==> src/rtl/imm_rot_encoder.sv <==
// Iterative search for the {rot, imm8} data-processing immediate encoding of a 32-bit constant.
// Optional IMM_ROT_ENCODER_DUAL_EN tests two rotations per cycle.
module imm_rot_encoder #(
   parameter bit HOLD_RESULT = 1'b1,
   parameter int MAX_ROT     = 15
) (
   input  logic        clk,
   input  logic        rst,
   input  logic        start,
   input  logic [31:0] value,
   output logic        ready,
   output logic        busy,
   output logic        done,
   output logic        found,
   output logic [11:0] imm12
);

   // state  | meaning
   // IDLE   | waiting for start, ready=1
   // SEARCH | testing rotation(s) r against the latched value
   // DONE   | one-cycle done pulse, result valid
   typedef enum logic [1:0] {
      IDLE   = 2'd0,
      SEARCH = 2'd1,
      DONE   = 2'd2
   } state_t;

   localparam logic [4:0] MAX_ROT_W = 5'(MAX_ROT);

   state_t      state_q, state_d;
   logic [3:0]  r_q, r_d;
   logic [31:0] value_q, value_d;
   logic        found_q, found_d;
   logic [11:0] imm12_q, imm12_d;

   function automatic logic [31:0] rol32(input logic [31:0] v, input logic [5:0] amt);
      logic [63:0] w;
      w = {v, v} << amt;
      return w[63:32];
   endfunction

   logic [4:0]  r_ext;
   logic [31:0] t_lo;
   logic        hit_lo;
   logic        last_lo;

   assign r_ext   = {1'b0, r_q};
   assign t_lo    = rol32(value_q, {r_ext, 1'b0});
   assign hit_lo  = (t_lo[31:8] == 24'd0);
   assign last_lo = (r_ext >= MAX_ROT_W);

`ifdef IMM_ROT_ENCODER_DUAL_EN
   logic [4:0]  r_hi;
   logic [31:0] t_hi;
   logic        hit_hi;
   logic        last_pair;

   // The upper rotation only counts when it is still within the tested range.
   assign r_hi      = r_ext + 5'd1;
   assign t_hi      = rol32(value_q, {r_hi, 1'b0});
   assign hit_hi    = (t_hi[31:8] == 24'd0) && (r_hi <= MAX_ROT_W);
   assign last_pair = (r_hi >= MAX_ROT_W);
`endif

   always_comb begin
      state_d = state_q;
      r_d     = r_q;
      value_d = value_q;
      found_d = found_q;
      imm12_d = imm12_q;
      unique case (state_q)
         IDLE: begin
            if (start) begin
               value_d = value;
               r_d     = 4'd0;
               found_d = 1'b0;
               imm12_d = 12'h000;
               state_d = SEARCH;
            end
         end
         SEARCH: begin
`ifdef IMM_ROT_ENCODER_DUAL_EN
            if (hit_lo) begin
               found_d = 1'b1;
               imm12_d = {r_q, t_lo[7:0]};
               state_d = DONE;
            end else if (hit_hi) begin
               found_d = 1'b1;
               imm12_d = {r_hi[3:0], t_hi[7:0]};
               state_d = DONE;
            end else if (last_pair || last_lo) begin
               found_d = 1'b0;
               imm12_d = 12'h000;
               state_d = DONE;
            end else begin
               r_d = r_q + 4'd2;
            end
`else
            if (hit_lo) begin
               found_d = 1'b1;
               imm12_d = {r_q, t_lo[7:0]};
               state_d = DONE;
            end else if (last_lo) begin
               found_d = 1'b0;
               imm12_d = 12'h000;
               state_d = DONE;
            end else begin
               r_d = r_q + 4'd1;
            end
`endif
         end
         DONE: begin
            state_d = IDLE;
            if (!HOLD_RESULT) begin
               found_d = 1'b0;
               imm12_d = 12'h000;
            end
         end
         default: state_d = IDLE;
      endcase
   end

   always_ff @(posedge clk or posedge rst) begin
      if (rst) begin
         state_q <= IDLE;
         r_q     <= 4'd0;
         value_q <= 32'd0;
         found_q <= 1'b0;
         imm12_q <= 12'h000;
      end else begin
         state_q <= state_d;
         r_q     <= r_d;
         value_q <= value_d;
         found_q <= found_d;
         imm12_q <= imm12_d;
      end
   end

   assign ready = (state_q == IDLE);
   assign busy  = (state_q == SEARCH);
   assign done  = (state_q == DONE);
   assign found = found_q;
   assign imm12 = imm12_q;

endmodule

==> config.mk <==
export PLATFORM = sky130hd
export DESIGN_NAME = imm_rot_encoder
export DESIGN_NICKNAME = d
export VERILOG_FILES = /design/src/rtl/imm_rot_encoder.sv
export SDC_FILE = /design/constraint.sdc
export NUM_CORES = 1
export LEC_CHECK = 0
export ABC_AREA = 1
export BUFFER_PORTS_ARGS = -buffer_cell sky130_fd_sc_hd__clkbuf_2
export CORE_UTILIZATION = 57
export DETAILED_ROUTE_END_ITERATION = 7
export PLACE_DENSITY = 0.8
export SLEW_MARGIN = 10
export SYNTH_ARGS = -nofsm -noshare
export SYNTH_HDL_FRONTEND = slang
export SYNTH_SLANG_ARGS = --single-unit
==> constraint.sdc <==
create_clock -name clk -period 2.3 [get_ports clk]
set_clock_uncertainty 0.2 [all_clocks]
set_input_delay 0.115 -clock clk [delete_from_list [all_inputs] [get_ports clk]]
set_output_delay 0.115 -clock clk [all_outputs]
set_load 0.05 [all_outputs]
# [Word-level counts from Yosys, hierarchy flattened]
# Index checks and enable logic that the tools add are counted.
[classes] n_addsub=1 n_lt_le_gt_ge=1 n_eq_ne=6 shifts=1 n_mux=16 n_reduce_logical=7
[ops] operator="64-bit by 5-bit << shifter with 64-bit output" count=1
[ops] operator="12-bit 2-to-1 mux" count=3
[ops] operator="24-bit zero test" count=1
[ops] operator="12-bit case mux with 2 select lines" count=1
[ops] operator="4-bit 2-to-1 mux" count=3
[ops] operator="4-bit case mux with 2 select lines" count=1
[ops] operator="2-bit 2-to-1 mux" count=3
[ops] operator="2-bit != test (second input constant)" count=3
[ops] operator="4-bit by 1-bit adder with 4-bit output (second input constant)" count=1
[ops] operator="4-bit greater-or-equal comparator (second input constant)" count=1
[ops] operator="2-bit case mux with 2 select lines" count=1
[ops] operator="2-bit AND reduction" count=2
[ops] operator="4-bit AND reduction" count=1
[ops] operator="1-bit 2-to-1 mux" count=3
[ops] operator="3-bit by 1-bit != test with 1-bit output (second input constant)" count=1
[ops] operator="3-bit AND reduction" count=1
[ops] operator="2-bit by 1-bit equality test with 1-bit output (second input constant)" count=1
[ops] operator="2-bit equality test (second input constant)" count=1
[ops] operator="2-bit zero test" count=1
[ops] operator="1-bit case mux with 2 select lines" count=1
[ops] operator="2-bit nonzero test" count=1
[totals] regBits=51 input_bits=35 output_inout_bits=16 wordCells=37

# [Longest topological paths before layout]
[depth] ltp_word=4 depth_mapped=18 mapped_depth_nobuf=15

# [Least setup slack after synthesis]
# Ideal clock, no wire load.
[synth_path] path_type="reg2reg" startpoint="register state_q[0]" endpoint="register value_q[15]" setup_time_ns=0.125 arrival_ns=2.007 required_time_ns=1.975 slack_ns=-0.031 stages_incl_launch_ff=6 path_buffers=2 period_less_slack_ns=2.331 cell_sequence="dfrtp_1 > nor2_1 > nand2_1 > clkbuf_1 > buf_1 > mux2_2"
[synth_between] elab_chain_len=2
[synth_lines] item="start: declaration" line_no="30" source="state_t state_q, state_d;"
[synth_lines] item="start signal: assignment" line_no="131" source="state_q <= state_d;"
[synth_lines] item="2-bit zero test"
[synth_lines] item="net ready" line_no="11" source="output logic ready,"
[synth_lines] item="2-bit AND reduction (no line)"
[synth_lines] item="end signal: assignment" line_no="133" source="value_q <= value_d;"
[synth_lines] item="end: declaration" line_no="32" source="logic [31:0] value_q, value_d;"
# The timed path passes the listed nets, and every way through them passes these cells.
# A chain may end at the register's enable or synchronous reset.

# [Worst setup path after layout]
[layout_path] startpoint="register r_q[0]" endpoint="register imm12_q[2] (netlist: imm12[2])"
[layout_between] elab_chain_len=4 word_cells_on_any_way=7 cone_classes="order compare: 1; eq/ne: 1; shift: 1; mux: 2; reduce/logical: 2"
[layout_lines] item="start: declaration" line_no="31" source="logic [3:0] r_q, r_d;"
[layout_lines] item="start signal: assignment" line_no="132" source="r_q <= r_d;"
[layout_lines] item="64-bit by 5-bit << shifter with 64-bit output" line_no="38" source="w = {v, v} << amt;"
[layout_lines] item="24-bit zero test" line_no="49" source="assign hit_lo = (t_lo[31:8] == 24'd0);"
[layout_lines] item="3-bit by 1-bit != test with 1-bit output (no line) / 12-bit 2-to-1 mux (equally long branches)"
[layout_lines] item="3-bit AND reduction (no line) / 12-bit case mux with 2 select lines (equally long branches)"
[layout_lines] item="end signal: assignment" line_no="135" source="imm12_q <= imm12_d;"
[layout_lines] item="end: declaration" line_no="34" source="logic [11:0] imm12_q, imm12_d;"
# Several ways; a longest one is shown, not always the timed one.

==> metrics.md <==
| Metric | Value |
|---|---|
| Final sum of negative setup slack | 0 ns |
| Number of buffers and inverters on the critical path | 3 |
| Vias in the first global route | 3155 |
| Num Clock Sinks | 51 |
| Area share of the largest cell type after synthesis | 38.2% |
| Remaining antenna violation count | 0 |
| CP Cell Sequence | buf_12 > nand2_1 > nand3_1 > nand2_1 > nand2_1 > nand2_1 > nand2_1 > nor2_1 > nand2_1 > nand2_2 > nand4_1 > buf_4 > clkinvlp_4 > nand2_1 > nand2_1 |
| Most common cell type on the critical path | nand2_1 |
| Input/output buffers | 50 |
| Remaining DRCs | 0 |
| CP endpoint kind | flop |
| Cell Rows | 27 |
| Cell taking the most area after synthesis | dfrtp_1 |
| Die Footprint | 0.00618 mm² |
| Least setup slack across all paths after layout | 0.0208 ns |
| Slowest cell delay on critical path | 0.47 ns |
| Critical Path Start Type | flop |
| Most frequent cells in the layout | nand2_1, nand3_1, clkbuf_2 |
| Met3 usage in global routing | 3.95% |
| CTS tree | built |
| Total number of vias | 3424 |
| Clock slew at the register clock pins of the worst setup and hold paths | 0.09 ns |
| Non-Filler Cell Area, Final | 0.00413 mm² |
| Area growth from synthesis to final layout | 23.4% |
| Die outline height | 78.6 µm |
| Required @ worst endpoint | 2.35 ns |
| Wire per inst | 14.1 µm |
| Final weighted congestion in routability-driven placement | 0.978 |
| Antenna diodes | 0 |
| Period Utilization, post-route | 99.1% |
| Proportion of synthesized chip area in sequential cells | 38.2% |
| Insertion delay to the later sink of the worst-skew pair | 0.31 ns |
| Estimated wirelength of the detail-placed design | 6280 µm |
| Synth area leaders | dfrtp_1, nand2_1, nand3_1 |
| Syn Inst Count | 472 |
| Overall overflow remaining after global route | 0 |
| Maxcap violations | 0 |
| Top Usage Layer GRT | met2 |
| Net count after synthesis | 508 |
| Initial cell density of the core | 60.0% |
| Max_slew headroom | 67.8% |
| Largest voltage drop on the vdd net | 1.36 mV |
| Syn avg cell area | 7.08 µm² |
| Top achievable clock speed | 439 MHz |
| Transition time of the tightest slew-check pin | 0.482 ns |
| Outcome | finished, final reports clean |
| Post-synthesis sequential element count | 51 |
| Post-Place Cell Area | 0.00368 mm² |
| GR Layer Usage met2 | 51.1% |
| Root cell of the clock tree | clkbuf_8 |
| Global routing usage summed across all routing layers | 31.0% |
| Leakage power summed over all cells | 2.20 nW |
| CP max-delay cell | dfrtp_2 |
| Met1 global-route usage | 41.4% |
| Leading cell type in the layout, fill and taps excluded | nand2_1 |
| Critical path class | reg -> reg |
| Data arrival time of the critical path | 2.33 ns |
| Mean number of vias per cell | 5.46 |
| Fin nets | 590 |
| Number of antenna violations at the first check in global routing | 0 |
| Worst hold path type | in -> reg |
| Minimum period implied by the final worst setup slack | 2.28 ns |
| Slew Viols, Final | 0 |
| Total clock buffers created by CTS | 5 |
| First-pass GRT wire length | 14700 µm |
| Fraction of layout cells with a size suffix above 1 | 23.4% |
| I/O pin count | 51 |
| PD cells | 1400 mW/mm² |
| Count of endpoints failing setup in the final report | 0 |
| Maximum buffer depth of the clock tree | 2 |
| Final number of hold-violating endpoints | 0 |
| Number of detailed-route iterations in the first pass | 5 |
| Maximum number of pins on one net before global-route repair | 39 |
| Wire length after detailed routing | 8840 µm |
| Placeable core area | 0.00557 mm² |
| Unrepaired setup endpoints after global routing | yes |
| Number of library cell types mapped by synthesis | 23 |
| Worst slack at placement | 0.0194 ns |
| Max FO, Critical Path | 33 |
| Number of violations reported at the end of detailed-routing iteration 0 | 334 |
| Post-synth design cell area | 0.00334 mm² |
| H-tree depth | 2 |
| DIE WIDTH | 78.6 µm |
| Fill cells | 446 |
| Dominant delay contributor by cell family on the critical path | simple AND/OR/NAND/NOR gates |
| Syn. warnings | 0 |
-- synthesized netlist by cell type --
cell type and n:
o21ai_0 9, nor2_1 16, nand3b_1 1, nand2_4 1
inv_2 8, ha_1 1, clkbuf_1 4, nand2_2 6
mux2_2 32, nand4_1 3, nor2_4 1, nand3_1 78
nand3_4 1, dfrtp_1 51, buf_2 10, inv_4 1
inv_1 8, buf_6 5, buf_1 2, nor3_1 1
buf_4 4, a21oi_1 4, nand2_1 225
-- final timing paths --
kind / slack (ns) / cells past startpoint / startpoint / end
min reg2reg: 0.27 / 2 / imm12[9] / imm12[9]
max in group asynchronous: 1.45 / 4 / rst / r_q[0]
max reg2reg: 0.02 / 15 / r_q[0] / imm12[2]
min in group asynchronous: 0.18 / 4 / rst / value_q[15]
max: 0.02 / 15 / r_q[0] / imm12[2]
min: 0.12 / 6 / start / imm12[9]
-- power breakdown --
part | leakage (nW) | switching, mW | total, mW | internal [mW]
Sequential | 0.633 | 0.325 | 1.56 | 1.23
Clock | 0.0412 | 0.301 | 0.514 | 0.213
Combinational | 1.53 | 2.34 | 3.72 | 1.39
Total | 2.20 | 2.96 | 5.80 | 2.83
-- worst min-delay path, stage by stage --
cell and delay (ns):
clkbuf_2 0.09, nand2_1 0.05, nand2_1 0.11, nand2_4 0.12, nand2_1 0.08, nand2_1 0.04
-- cell type report --
type / instances / area (µm²) / share of cell area (%)
Multi-Input combinational cell: 379 / 1860 / 45.0
Sequential cell: 51 / 1280 / 31.0
Timing Repair Buffer: 99 / 738 / 17.9
Tap cell: 72 / 90.1 / 2.18
Clock buffer: 6 / 72.6 / 1.76
Inverter: 17 / 71.3 / 1.73
Clock inverter: 2 / 12.5 / 0.303
Timing Repair inverter: 1 / 7.51 / 0.182
-- what timing repair did --
item,in CTS,in global routing
gates resized for setup,1,6
endpoints found under the setup margin,1,19
cloned,0,1
hold buffers,33,0
endpoints found under the hold margin,83,0
setup buffers,0,1
-- routing by layer --
metal / wire, µm / vias to the layer above
met4: 219 / 0
met1: 3770 / 1549
met2: 4230 / 174
li1: - / 1678
met3: 615 / 23
met5: 0 / -
-- flip-flops by register name, summed over array words and instances (netlist names) --
name     flops
value_q     32
imm12       12
r_q          4
state_q      2
found        1
-- cells by family after synthesis --
kind of cell               count (synthesis)  share of synthesized area, %
adders and majority gates                  1                         0.374
DFF                                       51                          38.2
buffers and inverters                     42                          6.74
and+or+nand+nor                          333                          42.0
muxes                                     32                          10.8
AOI/OAI and AO/OA                         13                          1.95
-- metrics by stage --
stage | util (%) | hold WS, ns | power (mW) | std cells
6_report | 74.0 | 0.124 | 5.80 | 627
5_1_grt | 74.0 | 0.205 | 6.32 | 627
4_1_cts | 73.4 | 0.150 | 5.70 | 625
3_5_place_dp | 66.0 | -0.0248 | 5.13 | 584
3_3_place_gp | 66.0 | -0.0309 | 5.09 | 584
2_1_floorplan | - | 0.0656 | 4.29 | 472
(Power assumes the default switching activity.)
